--- config.mk ---
export PLATFORM = sky130hd
export DESIGN_NAME = ps2_rx_fifo
export DESIGN_NICKNAME = d
export VERILOG_FILES = /design/src/rtl/ps2_rx_fifo.sv
export SDC_FILE = /design/constraint.sdc
export NUM_CORES = 1
export LEC_CHECK = 0
export CAP_MARGIN = 25
export CELL_PAD_IN_SITES_DETAIL_PLACEMENT = 0
export CELL_PAD_IN_SITES_GLOBAL_PLACEMENT = 1
export CORE_MARGIN = 2
export CORE_UTILIZATION = 46
export DETAILED_ROUTE_END_ITERATION = 6
export GPL_ROUTABILITY_DRIVEN = 0
export HOLD_SLACK_MARGIN = 0.12
export PLACE_DENSITY = 0.82
export SLEW_MARGIN = 30
export SYNTH_ARGS = -nofsm -noshare
export SYNTH_HDL_FRONTEND = slang
export SYNTH_SLANG_ARGS = --single-unit
--- constraint.sdc ---
create_clock -name clk -period 6.59 [get_ports clk]
set_clock_uncertainty 0.15 [all_clocks]
set_input_delay 0.659 -clock clk [delete_from_list [all_inputs] [get_ports clk]]
set_output_delay 0.659 -clock clk [all_outputs]
set_load 0.01 [all_outputs]
--- src/rtl/ps2_rx_fifo.sv ---
// ps2_rx_fifo
// Receives PS/2 device-to-host frames and queues the received bytes in a
// first-word fall-through FIFO. A frame is a start bit (0), 8 data bits
// sent LSB first, an odd parity bit and a stop bit (1). Data is sampled
// on each falling edge of a debounced copy of the PS/2 clock. Frames
// with a bad stop bit, or frames that stall for too long, are discarded
// and counted.
//
// Parameters:
//   FILTER_LEN   consecutive equal ps2c samples needed to move the filtered clock
//   TIMEOUT_CYC  clk cycles without a sampling strobe before a frame is aborted
//   FIFO_DEPTH   receive FIFO entries (power of 2, >= 2)
//
// Ports:
//   clk            system clock, rising edge
//   reset          synchronous, active-high reset
//   ps2c, ps2d     PS/2 clock and data lines (asynchronous)
//   rx_ready       consumer accepts the head entry this cycle
//   rx_valid       FIFO non-empty, head entry presented
//   rx_data        head byte (0 when empty)
//   rx_perr        head entry parity-error flag (0 when empty)
//   fifo_count     number of entries held, 0..FIFO_DEPTH
//   overflow       sticky: a received byte was dropped because the FIFO was full
//   frame_err_cnt  saturating count of stop-bit errors and timeouts
//   busy           a frame is in progress
module ps2_rx_fifo #(
    parameter int FILTER_LEN  = 8,
    parameter int TIMEOUT_CYC = 50000,
    parameter int FIFO_DEPTH  = 16
) (
    input  logic                          clk,
    input  logic                          reset,
    input  logic                          ps2c,
    input  logic                          ps2d,
    input  logic                          rx_ready,
    output logic                          rx_valid,
    output logic [7:0]                    rx_data,
    output logic                          rx_perr,
    output logic [$clog2(FIFO_DEPTH):0]   fifo_count,
    output logic                          overflow,
    output logic [7:0]                    frame_err_cnt,
    output logic                          busy
);

    localparam int              AW        = $clog2(FIFO_DEPTH);
    localparam int              TW        = $clog2(TIMEOUT_CYC + 1);
    localparam logic [7:0]      FILT_LAST = 8'(FILTER_LEN - 1);
    localparam logic [TW-1:0]   TO_LAST   = TW'(TIMEOUT_CYC - 1);
    localparam logic [TW-1:0]   TO_ONE    = TW'(1);
    localparam logic [AW:0]     DEPTH     = (AW + 1)'(FIFO_DEPTH);
    localparam logic [AW-1:0]   PTR_ONE   = AW'(1);

    typedef enum logic [1:0] {IDLE, DATA, PARITY, STOP} state_t;

    state_t          state, state_next;

    logic            ps2c_s1, ps2c_s2, ps2d_s1, ps2d_s2;
    logic            filt_clk;
    logic [7:0]      filt_cnt;
    logic            strobe;

    logic [2:0]      bit_idx;
    logic [7:0]      shreg;
    logic            perr;
    logic [TW-1:0]   to_cnt;
    logic            timeout;
    logic            push_req;
    logic            stop_err;

    logic [8:0]      mem [FIFO_DEPTH];
    logic [AW-1:0]   wr_ptr, rd_ptr;
    logic [AW:0]     count;
    logic            pop, full, accept;
    logic [8:0]      head;

    // Two-flop synchronisers; idle-high lines reset to 1 so reset does not
    // look like a falling clock edge.
    always_ff @(posedge clk) begin
        if (reset) begin
            ps2c_s1 <= 1'b1;
            ps2c_s2 <= 1'b1;
            ps2d_s1 <= 1'b1;
            ps2d_s2 <= 1'b1;
        end else begin
            ps2c_s1 <= ps2c;
            ps2c_s2 <= ps2c_s1;
            ps2d_s1 <= ps2d;
            ps2d_s2 <= ps2d_s1;
        end
    end

    // Glitch filter: the filtered clock follows ps2c only after FILTER_LEN
    // consecutive differing samples. The strobe is registered together with
    // the 1->0 change, so it is high in the first cycle filt_clk reads 0.
    always_ff @(posedge clk) begin
        if (reset) begin
            filt_clk <= 1'b1;
            filt_cnt <= 8'd0;
            strobe   <= 1'b0;
        end else begin
            strobe <= 1'b0;
            if (ps2c_s2 != filt_clk) begin
                if (filt_cnt == FILT_LAST) begin
                    filt_clk <= ps2c_s2;
                    filt_cnt <= 8'd0;
                    strobe   <= filt_clk;
                end else begin
                    filt_cnt <= filt_cnt + 8'd1;
                end
            end else begin
                filt_cnt <= 8'd0;
            end
        end
    end

    assign timeout = (state != IDLE) && !strobe && (to_cnt == TO_LAST);

    // Frame FSM: state register
    always_ff @(posedge clk) begin
        if (reset) begin
            state <= IDLE;
        end else begin
            state <= state_next;
        end
    end

    // Frame FSM: next state. A timeout overrides everything but IDLE.
    always_comb begin
        state_next = state;
        case (state)
            IDLE: begin
                if (strobe && !ps2d_s2) begin
                    state_next = DATA;
                end
            end
            DATA: begin
                if (timeout) begin
                    state_next = IDLE;
                end else if (strobe && bit_idx == 3'd7) begin
                    state_next = PARITY;
                end
            end
            PARITY: begin
                if (timeout) begin
                    state_next = IDLE;
                end else if (strobe) begin
                    state_next = STOP;
                end
            end
            STOP: begin
                if (timeout || strobe) begin
                    state_next = IDLE;
                end
            end
            default: state_next = IDLE;
        endcase
    end

    // Frame FSM: outputs
    always_comb begin
        busy     = (state != IDLE);
        push_req = (state == STOP) && strobe && ps2d_s2;
        stop_err = (state == STOP) && strobe && !ps2d_s2;
    end

    // Receive datapath: shift register, bit index, parity and stall timer.
    always_ff @(posedge clk) begin
        if (reset) begin
            bit_idx <= 3'd0;
            shreg   <= 8'd0;
            perr    <= 1'b0;
            to_cnt  <= '0;
        end else begin
            if (state == IDLE || strobe || timeout) begin
                to_cnt <= '0;
            end else begin
                to_cnt <= to_cnt + TO_ONE;
            end
            if (strobe) begin
                case (state)
                    IDLE: begin
                        bit_idx <= 3'd0;
                    end
                    DATA: begin
                        shreg   <= {ps2d_s2, shreg[7:1]};
                        bit_idx <= bit_idx + 3'd1;
                    end
                    PARITY: begin
                        perr <= ~(^shreg ^ ps2d_s2);
                    end
                    default: begin
                    end
                endcase
            end
        end
    end

    always_ff @(posedge clk) begin
        if (reset) begin
            frame_err_cnt <= 8'd0;
        end else if ((stop_err || timeout) && frame_err_cnt != 8'hFF) begin
            frame_err_cnt <= frame_err_cnt + 8'd1;
        end
    end

    // FIFO control. A push into a full FIFO is still accepted when the head
    // is popped in the same cycle; the read happens before the overwrite.
    assign pop    = rx_valid && rx_ready;
    assign full   = (count == DEPTH);
    assign accept = push_req && (!full || pop);

    always_ff @(posedge clk) begin
        if (reset) begin
            wr_ptr   <= '0;
            rd_ptr   <= '0;
            count    <= '0;
            overflow <= 1'b0;
        end else begin
            if (accept) begin
                wr_ptr <= wr_ptr + PTR_ONE;
            end
            if (pop) begin
                rd_ptr <= rd_ptr + PTR_ONE;
            end
            count <= count + {{AW{1'b0}}, accept} - {{AW{1'b0}}, pop};
            if (push_req && full && !pop) begin
                overflow <= 1'b1;
            end
        end
    end

    always_ff @(posedge clk) begin
        if (accept) begin
            mem[wr_ptr] <= {perr, shreg};
        end
    end

    // Storage is not reset, so the head is masked to zero while empty.
    assign head       = mem[rd_ptr];
    assign rx_valid   = (count != '0);
    assign rx_data    = rx_valid ? head[7:0] : 8'h00;
    assign rx_perr    = rx_valid ? head[8] : 1'b0;
    assign fifo_count = count;

endmodule

Yosys cells after proc, flatten, opt, wreduce, memory -nomap -nowiden
Memory sizes are Yosys's and may differ from the RTL's. A register that Yosys moved wholly into a read port is not among the register bits.
Index checks and enable logic that the tools add are counted.
{"block": "word_totals", "reg_bits": 66, "ramBits": 144, "inputBits": 5, "output_inout_bits": 25, "memories": 1}
{"memory": "mem", "words": 16, "word_bits": 9, "rd": 1, "rd_clocked_by_memory_dff": 1, "wr": 1, "line": "70", "rtl": "logic [8:0] mem [FIFO_DEPTH];"}
{"block": "op_classes", "n_addsub": 8, "n_eq_ne": 13, "muxes": 14, "bitwise_logic": 4, "reduce_logical": 34}
{"op": "adder 16 x 1 -> 16 bit, second input constant", "count": 1}
{"op": "adder 8 x 1 -> 8 bit, second input constant", "count": 2}
{"op": "equality test 16 bit, second input constant", "count": 1}
{"op": "logical AND 1 bit", "count": 12}
{"op": "2-to-1 mux 2 bit", "count": 6}
{"op": "adder 4 x 1 -> 4 bit, second input constant", "count": 2}
{"op": "equality test 8 x 3 -> 1 bit, second input constant", "count": 1}
{"op": "2-to-1 mux 4 bit", "count": 2}
{"op": "2-to-1 mux 8 bit", "count": 1}
{"op": "inequality test 8 bit, second input constant", "count": 1}
{"op": "one-hot mux 2 bit (4 select lines)", "count": 1}
{"op": "AND reduction 2 bit", "count": 4}
{"op": "parity 8 bit", "count": 1}
{"op": "inequality test 3 bit, second input constant", "count": 2}
{"op": "one-hot mux 3 bit (2 select lines)", "count": 1}
{"op": "OR reduction 3 bit", "count": 2}
{"op": "adder 5 x 1 -> 5 bit", "count": 1}
{"op": "equality test 5 bit, second input constant", "count": 1}
{"op": "logical OR 1 bit", "count": 5}
{"op": "nonzero test 5 bit", "count": 1}
{"op": "subtractor 5 x 1 -> 5 bit", "count": 1}
{"op": "equality test 2 bit, second input constant", "count": 2}
{"op": "zero test 1 bit", "count": 4}
{"op": "inequality test 2 bit, second input constant", "count": 2}
{"op": "other kinds (11)", "count": 16}

Longest topological paths before layout
Gate-level depths: netlist of the first run.
{"block": "logic_depth", "depth_word": 6, "ltp_mapped": 15, "mapped_depth_nobuf": 15}

Worst setup path after synthesis of the first run
Ideal clock, no wire load.
{"block": "synth_path", "path_kind": "register to register", "startpoint": "register count[2], in the netlist fifo_count[2]", "endpoint": "register count[4], in the netlist fifo_count[4]", "setup_time_ps": 70, "arrival_ps": 2610, "required_ps": 6370, "slack_ps": 3760, "path_stages_with_launch": 16, "n_path_buf": 0, "period_less_slack_ps": 2830, "path_cell_list": "dfxtp_1 > inv_1 > ha_1 > nor3b_1 > a31oi_2 > inv_1 > ha_1 > inv_1 > ha_1 > inv_1 > fa_1 > inv_1 > a21oi_1 > nor2_1 > or3_1 > a21oi_1"}
{"block": "synth_via", "elab_chain_cells": 6, "word_cells_on_any_way": 8, "cone_classes": "add/sub: 2; eq/ne: 1; reduce/logical: 5"}
{"item": "start, declared", "line": "72", "rtl": "logic [AW:0] count;"}
{"item": "start signal, assigned", "line": "225", "rtl": "count <= count + {{AW{1'b0}}, accept} - {{AW{1'b0}}, pop};"}
{"item": "equality test 5 bit or nonzero test 5 bit (tied branches)", "line": "209, 240"}
{"item": "zero test 1 bit or logical AND 1 bit (tied branches)", "line": "210, 208"}
{"item": "logical OR 1 bit", "line": "210", "rtl": "assign accept = push_req && (!full || pop);"}
{"item": "logical AND 1 bit", "line": "210"}
{"item": "adder 5 x 1 -> 5 bit", "line": "225"}
{"item": "subtractor 5 x 1 -> 5 bit (*)", "line": "225"}
Every way passes the cells marked *; elsewhere a longest branch is shown, timed or not.
A chain may end at the register's enable or synchronous reset.

==> flow_metrics.env, run 1 <==
export IMPL_outcome="finished, final reports clean"
export IMPL_hpwl_microns=10200
export IMPL_stdcell_area_sq_um=9960
export IMPL_finalSetupViolations=0
export IMPL_drive_above_1_share_pct=16.3
export IMPL_reg2reg_from="fifo_count[3]"
export IMPL_clk_latency_ns=0.49
export IMPL_layout_commonest_cell="edfxtp_1"
export IMPL_cts_setup_buffers=0
export IMPL_die_height_microns=141
export IMPL_wl_met1_microns=6840
export IMPL_syn_to_final_growth_pct=15.2
export IMPL_power_density_nw_per_um2=335
export IMPL_synth_top_family_by_area="multiplexers"
export IMPL_synthSimpleGateAreaFrac_pct=9.62
export IMPL_final_hold_violation_count=0
export IMPL_antennaDiodeCount=0
export IMPL_syn_nets=590
export IMPL_worst_pin_slew_ns=0.901
export IMPL_synthFlopType="edfxtp_1"
export IMPL_port_buffers=29
export IMPL_rsz0062_at_grt="false"
export IMPL_cp_max_fo=36
export IMPL_clkTransAtPathRegs_ns=0.06
export IMPL_slew_viol_final=0
export IMPL_row_count=50
export IMPL_post_route_util_pct=53.6
export IMPL_synth_avg_cell_area_sq_um=15.2
export IMPL_final_cell_mix="edfxtp_1 (144), dfxtp_1 (69), nor2_1 (67)"
export IMPL_cts_inserted_buffers=22
export IMPL_drt_total_wl_microns=16400
export IMPL_grt_pass1_vias=4758
export IMPL_vias=4671
export IMPL_ys_warn_count=0
export IMPL_die_area_sq_um=19900
export IMPL_drt_pass1_iter_count=4
export IMPL_synth_compound_area_share_pct=2.26
export IMPL_multiInputGateArea_sq_um=2810
export IMPL_ff2ff_path_depth=14
export IMPL_arrival_ns=3.18
export IMPL_fin_crit_ns=3.99
export IMPL_reg2reg_to="fifo_count[4]"
export IMPL_top_layer_used="met4"
export IMPL_drv_cap=0
export IMPL_critical_path_required_ns=5.78
export IMPL_place_area_sq_um=9200
export IMPL_cpPeakStageDelay_ns=0.61
export IMPL_antenna_left=0
export IMPL_wl_met2_microns=8370
export IMPL_synth_mux_area_fraction_pct=12.9
export IMPL_seq_area_sq_um=5730
export IMPL_nets=624
export IMPL_cts_tree="yes"
export IMPL_ios=30
export IMPL_finalSetupTns_ns=0
export IMPL_critical_path_endpoint="rx_data[4]"
export IMPL_irDropWorstVdd_v=0.000191
export IMPL_synthArstFlopShare_pct=0
export IMPL_die_x_microns=141
export IMPL_ys_seq_area_share_pct=66.2
export IMPL_synth_area_sq_um=8650
export IMPL_path_class="reg2out"
export IMPL_p_leak_nw=3.28
export IMPL_max_slew_margin_pct=39.1
export IMPL_synthAdderAreaFrac_pct=2.55
export IMPL_end_kind="output pin"
export IMPL_critical_path_slowest_cell="mux4_2"
export IMPL_critPathMostFrequentCell="mux4_2"
export IMPL_ys_seq_elements=214
export IMPL_syn_inst=568
export IMPL_grt_use_total_pct=16.8
export IMPL_drt_iter0_markers=226
export IMPL_core_area_sq_um=18600
export IMPL_timing_fmax_mhz=251
export IMPL_routedWlPerCell_microns=19.2
export IMPL_drc_errors=0
export IMPL_cts_hold_fix_buffers=0
export IMPL_cts_resized_gates=0
export IMPL_critPathLaunchType="flip-flop"
export IMPL_root_buffer="clkbuf_16"
export IMPL_hold_path_class="reg2reg"
export IMPL_synth_xor_area_share_pct=4.35
export IMPL_nFillCells=1476
export IMPL_grt_start_max_net_pins=47
export IMPL_crit_chain="buf_4 -> mux4_2 -> mux4_2 -> and2_1 -> clkdlybuf4s50_1"
export IMPL_routed_via_density=5.48
export IMPL_fin_crit_sh_pct=60.5
export IMPL_grt_pass1_wl_microns=25900
export IMPL_cts_sinks=214
export IMPL_regToRegSetupSlack_ns=3.14
export IMPL_grt_antenna_before_repair=0
export IMPL_overflow=0
export IMPL_cts_max_level=1
export IMPL_synth_cell_types=47
export IMPL_synth_edf_count=144
export IMPL_initial_core_util_pct=46.6
export IMPL_wl_met3_microns=844
export IMPL_clk_path_buf_depth=3
==> sequential cells by signal, summed over array words and instances, names as in the netlist, 2 cells and up, named ones only <==
name	flops
mem	144
to_cnt	16
filt_cnt	8
frame_err_cnt	8
shreg	8
fifo_count	5
rd_ptr	4
wr_ptr	4
bit_idx	3
state	2
==> worst max-delay path: cells and delay by family, from the launching register on <==
kind / cells / cell delay, ns
buffers and inverters: 2 / 1.03
DFF: 1 / 0.31
and+or+nand+nor: 1 / 0.18
muxes: 2 / 1.10
==> routing by layer <==
metal | vias up | track usage (%)
met5 | - | 0
met4 | 0 | 4.00
met3 | 23 | 2.79
met2 | 124 | 29.8
met1 | 2334 | 21.8
li1 | 2190 | -
==> through the flow <==
step	cells	hold WS (ns)	total power [mW]	setup WS (ns)
2_1_floorplan	568	0.239	1.92	3.76
3_3_place_gp	812	0.246	2.07	3.15
3_5_place_dp	812	0.246	2.10	3.12
4_1_cts	852	0.261	3.37	2.56
5_1_grt	852	0.285	3.47	2.46
6_report	852	0.261	3.34	2.60
==> where the power goes <==
part           internal [mW]  switching [mW]
logic                  0.334           0.268
registers               1.44          0.0245
clock network          0.778           0.493
==> how the worst min path moves through the flow <==
| stage | from | end | slack [ns] | depth (start not counted) |
|---|---|---|---|---|
| after detailed placement | ps2d_s1 | ps2d_s2 | 0.25 | 1 |
| after global routing | ps2c_s1 | ps2c_s2 | 0.29 | 1 |
| after global placement | ps2c_s1 | ps2c_s2 | 0.25 | 1 |
| final | ps2d_s1 | ps2d_s2 | 0.26 | 1 |
| after floorplan | ps2c_s1 | ps2c_s2 | 0.24 | 1 |
| after CTS | ps2d_s1 | ps2d_s2 | 0.26 | 1 |
==> cells by family (layout without fill, tap and decap cells) <==
group / Yosys count / in the layout
XOR/XNOR: 43 / 43
multiplexers: 53 / 53
flip-flops: 214 / 214
adder cells (fa/ha/maj): 17 / 17
AO/OA/AOI/OAI: 29 / 29
AND/OR/NAND/NOR: 172 / 172
buffers and inverters: 40 / 90
==> Yosys cell counts (4+ instances only) <==
| master | instances | share of area (%) |
|---|---|---|
| nand3_1 | 16 | 0.93 |
| ha_1 | 16 | 2.3 |
| nor2b_1 | 6 | 0.43 |
| nor3_1 | 6 | 0.35 |
| dfxtp_1 | 70 | 16 |
| buf_1 | 6 | 0.26 |
| mux4_2 | 40 | 10 |
| nand2_1 | 20 | 0.87 |
| and3_1 | 7 | 0.51 |
| xnor2_1 | 24 | 2.4 |
| a211oi_1 | 5 | 0.43 |
| and2_1 | 10 | 0.72 |
| inv_1 | 18 | 0.78 |
| buf_6 | 4 | 0.52 |
| clkbuf_1 | 9 | 0.39 |
| mux2i_1 | 7 | 0.81 |
| nand4_1 | 10 | 0.72 |
| mux4_1 | 5 | 1.5 |
| nand2b_1 | 5 | 0.36 |
| xor2_1 | 19 | 1.9 |
| a21oi_1 | 13 | 0.75 |
| edfxtp_1 | 144 | 50 |
| nor2_1 | 76 | 3.3 |
| or2_2 | 6 | 0.43 |
==> final cells by class <==
cell class	count	area share (%)
multi-input combinational	314	28.2
timing repair buffer	32	3.14
inverter	18	0.678
clock inverter	12	1.43
clock buffer	28	6.17
sequential	214	57.5
tap	234	2.94
(Power assumes the default switching activity.)
==> run 2, diff against run 1 <==
clock period = 3.75 ns   (was 6.59 ns; I/O delays follow)
==> run 2 against run 1 <==
Net effect:
- utilization increased by 0.074 points
- routed wire length about the same
- global-route usage decreased by 0.10 points
- via count up 1.3%
- sequential cell count is the same
- clock power is 63% higher
- power grew 72%
- critical path depth unchanged
- clock-buffer cell count rose by 4
- non-clock buffer count grew 19
- sequential power rose by 76%
==> flow_metrics.env, run 2 (same netlist as run 1, synthesis figures left out) <==
export IMPL_grt_pass1_vias=4701
export IMPL_timing_fmax_mhz=297
export IMPL_row_count=50
export IMPL_place_area_sq_um=9290
export IMPL_clk_path_buf_depth=3
export IMPL_layout_commonest_cell="edfxtp_1"
export IMPL_final_hold_violation_count=0
export IMPL_hold_ws_ns=0.260
export IMPL_hpwl_microns=10000
export IMPL_cts_inserted_buffers=23
export IMPL_stdcell_area_sq_um=9980
export IMPL_dp_cells=831
export IMPL_p_leak_nw=3.35
export IMPL_hold_path_class="reg2reg"
export IMPL_critical_path_slowest_cell="mux4_1"
export IMPL_initial_core_util_pct=46.6
export IMPL_cts_resized_gates=0
export IMPL_finalSetupTns_ns=0
export IMPL_cts_max_level=1
export IMPL_cts_tree="yes"
export IMPL_power_density_nw_per_um2=574
export IMPL_grt_use_total_pct=16.7
export IMPL_final_cell_mix="edfxtp_1 (144), nor2_1 (76), dfxtp_1 (69)"
export IMPL_top_layer_used="met4"
export IMPL_core_area_sq_um=18600
export IMPL_nets=644
export IMPL_cts_sinks=214
export IMPL_post_route_util_pct=53.7
export IMPL_critPathLaunchType="flip-flop"
export IMPL_regMostFlops="mem"
export IMPL_root_buffer="clkbuf_16"
export IMPL_slew_viol_final=0
export IMPL_worst_pin_slew_ns=0.786
export IMPL_clk_latency_ns=0.49
export IMPL_die_area_sq_um=19900
export IMPL_grt_antenna_before_repair=0
export IMPL_wl_met3_microns=753
export IMPL_critical_path_required_ns=3.22
export IMPL_cp_max_fo=36
export IMPL_drv_cap=0
export IMPL_rsz0062_at_grt="false"
export IMPL_die_x_microns=141
export IMPL_regToRegSetupSlack_ns=0.71
export IMPL_crit_chain="buf_12 -> mux4_1 -> mux4_2 -> and2_1 -> clkdlybuf4s50_1"
export IMPL_die_height_microns=141
export IMPL_max_slew_margin_pct=47.5
export IMPL_drive_above_1_share_pct=15.9
export IMPL_end_kind="output pin"
export IMPL_irDropWorstVdd_v=0.000326
export IMPL_path_class="reg2out"
export IMPL_outcome="finished, final reports clean"
export IMPL_clkTransAtPathRegs_ns=0.06
export IMPL_p_total_mw=5.73
export IMPL_layout_setup_ws_ns=0.387
export IMPL_overflow=0
export IMPL_grt_start_max_net_pins=37
export IMPL_top_regs="mem: 144 flops, to_cnt: 16 flops"
export IMPL_finalSetupViolations=0
export IMPL_drt_pass1_iter_count=4
export IMPL_routed_via_density=5.44
export IMPL_syn_to_final_growth_pct=15.3
export IMPL_cts_hold_fix_buffers=0
export IMPL_fin_crit_ns=3.36
export IMPL_arrival_ns=2.84
export IMPL_preCtsSetupSlack_ns=0.659
export IMPL_drc_errors=0
export IMPL_grt_pass1_wl_microns=25600
export IMPL_drt_total_wl_microns=16400
export IMPL_cts_setup_buffers=0
export IMPL_antennaDiodeCount=0
export IMPL_routedWlPerCell_microns=18.8
export IMPL_wl_met2_microns=8260
export IMPL_port_buffers=29
export IMPL_wl_met1_microns=7090
export IMPL_fin_cells=870
export IMPL_fin_crit_sh_pct=89.7
export IMPL_ios=30
export IMPL_drt_iter0_markers=300
export IMPL_largest_reg_flops=144
export IMPL_vias=4732
export IMPL_cpPeakStageDelay_ns=0.60
export IMPL_antenna_left=0
run 2: worst max-delay path: cells and delay by family (launching register included):
kind / cells / cell delay (ns)
and+or+nand+nor: 1 / 0.16
buffers and inverters: 2 / 0.74
muxes: 2 / 1.07
DFF: 1 / 0.34
run 2: per-layer routing:
| layer | up-vias | global-route usage (%) |
|---|---|---|
| met1 | 2368 | 22.2 |
| met2 | 122 | 29.3 |
| li1 | 2221 | - |
| met4 | 0 | 3.53 |
| met5 | - | 0 |
| met3 | 21 | 2.65 |
run 2: final cells by class:
| class | count | area (sq um) |
|---|---|---|
| Tap cell | 234 | 293 |
| Fill cell | 1480 | 8600 |
| Multi-Input combinational cell | 314 | 2740 |
| Timing Repair Buffer | 51 | 468 |
| Clock inverter | 7 | 63.8 |
| Clock buffer | 32 | 619 |
| Sequential cell | 214 | 5730 |
| Inverter | 18 | 67.6 |
run 2: path summary, 6_finish.rpt:
kind | startpoint | end | cells after the start
setup reg to reg | fifo_count[3] | fifo_count[4] | 15
hold reg to reg | ps2c_s1 | ps2c_s2 | 1
setup / recovery | flip-flop | rx_data[5] | 5
hold / removal | ps2c_s1 | ps2c_s2 | 1
run 2: power breakdown:
| part | internal [mW] | leakage (nW) | switching (mW) |
|---|---|---|---|
| clock | 1.22 | 0.332 | 0.854 |
| combinational | 0.610 | 1.12 | 0.469 |
| sequential | 2.53 | 1.90 | 0.0480 |
| total | 4.36 | 3.35 | 1.37 |
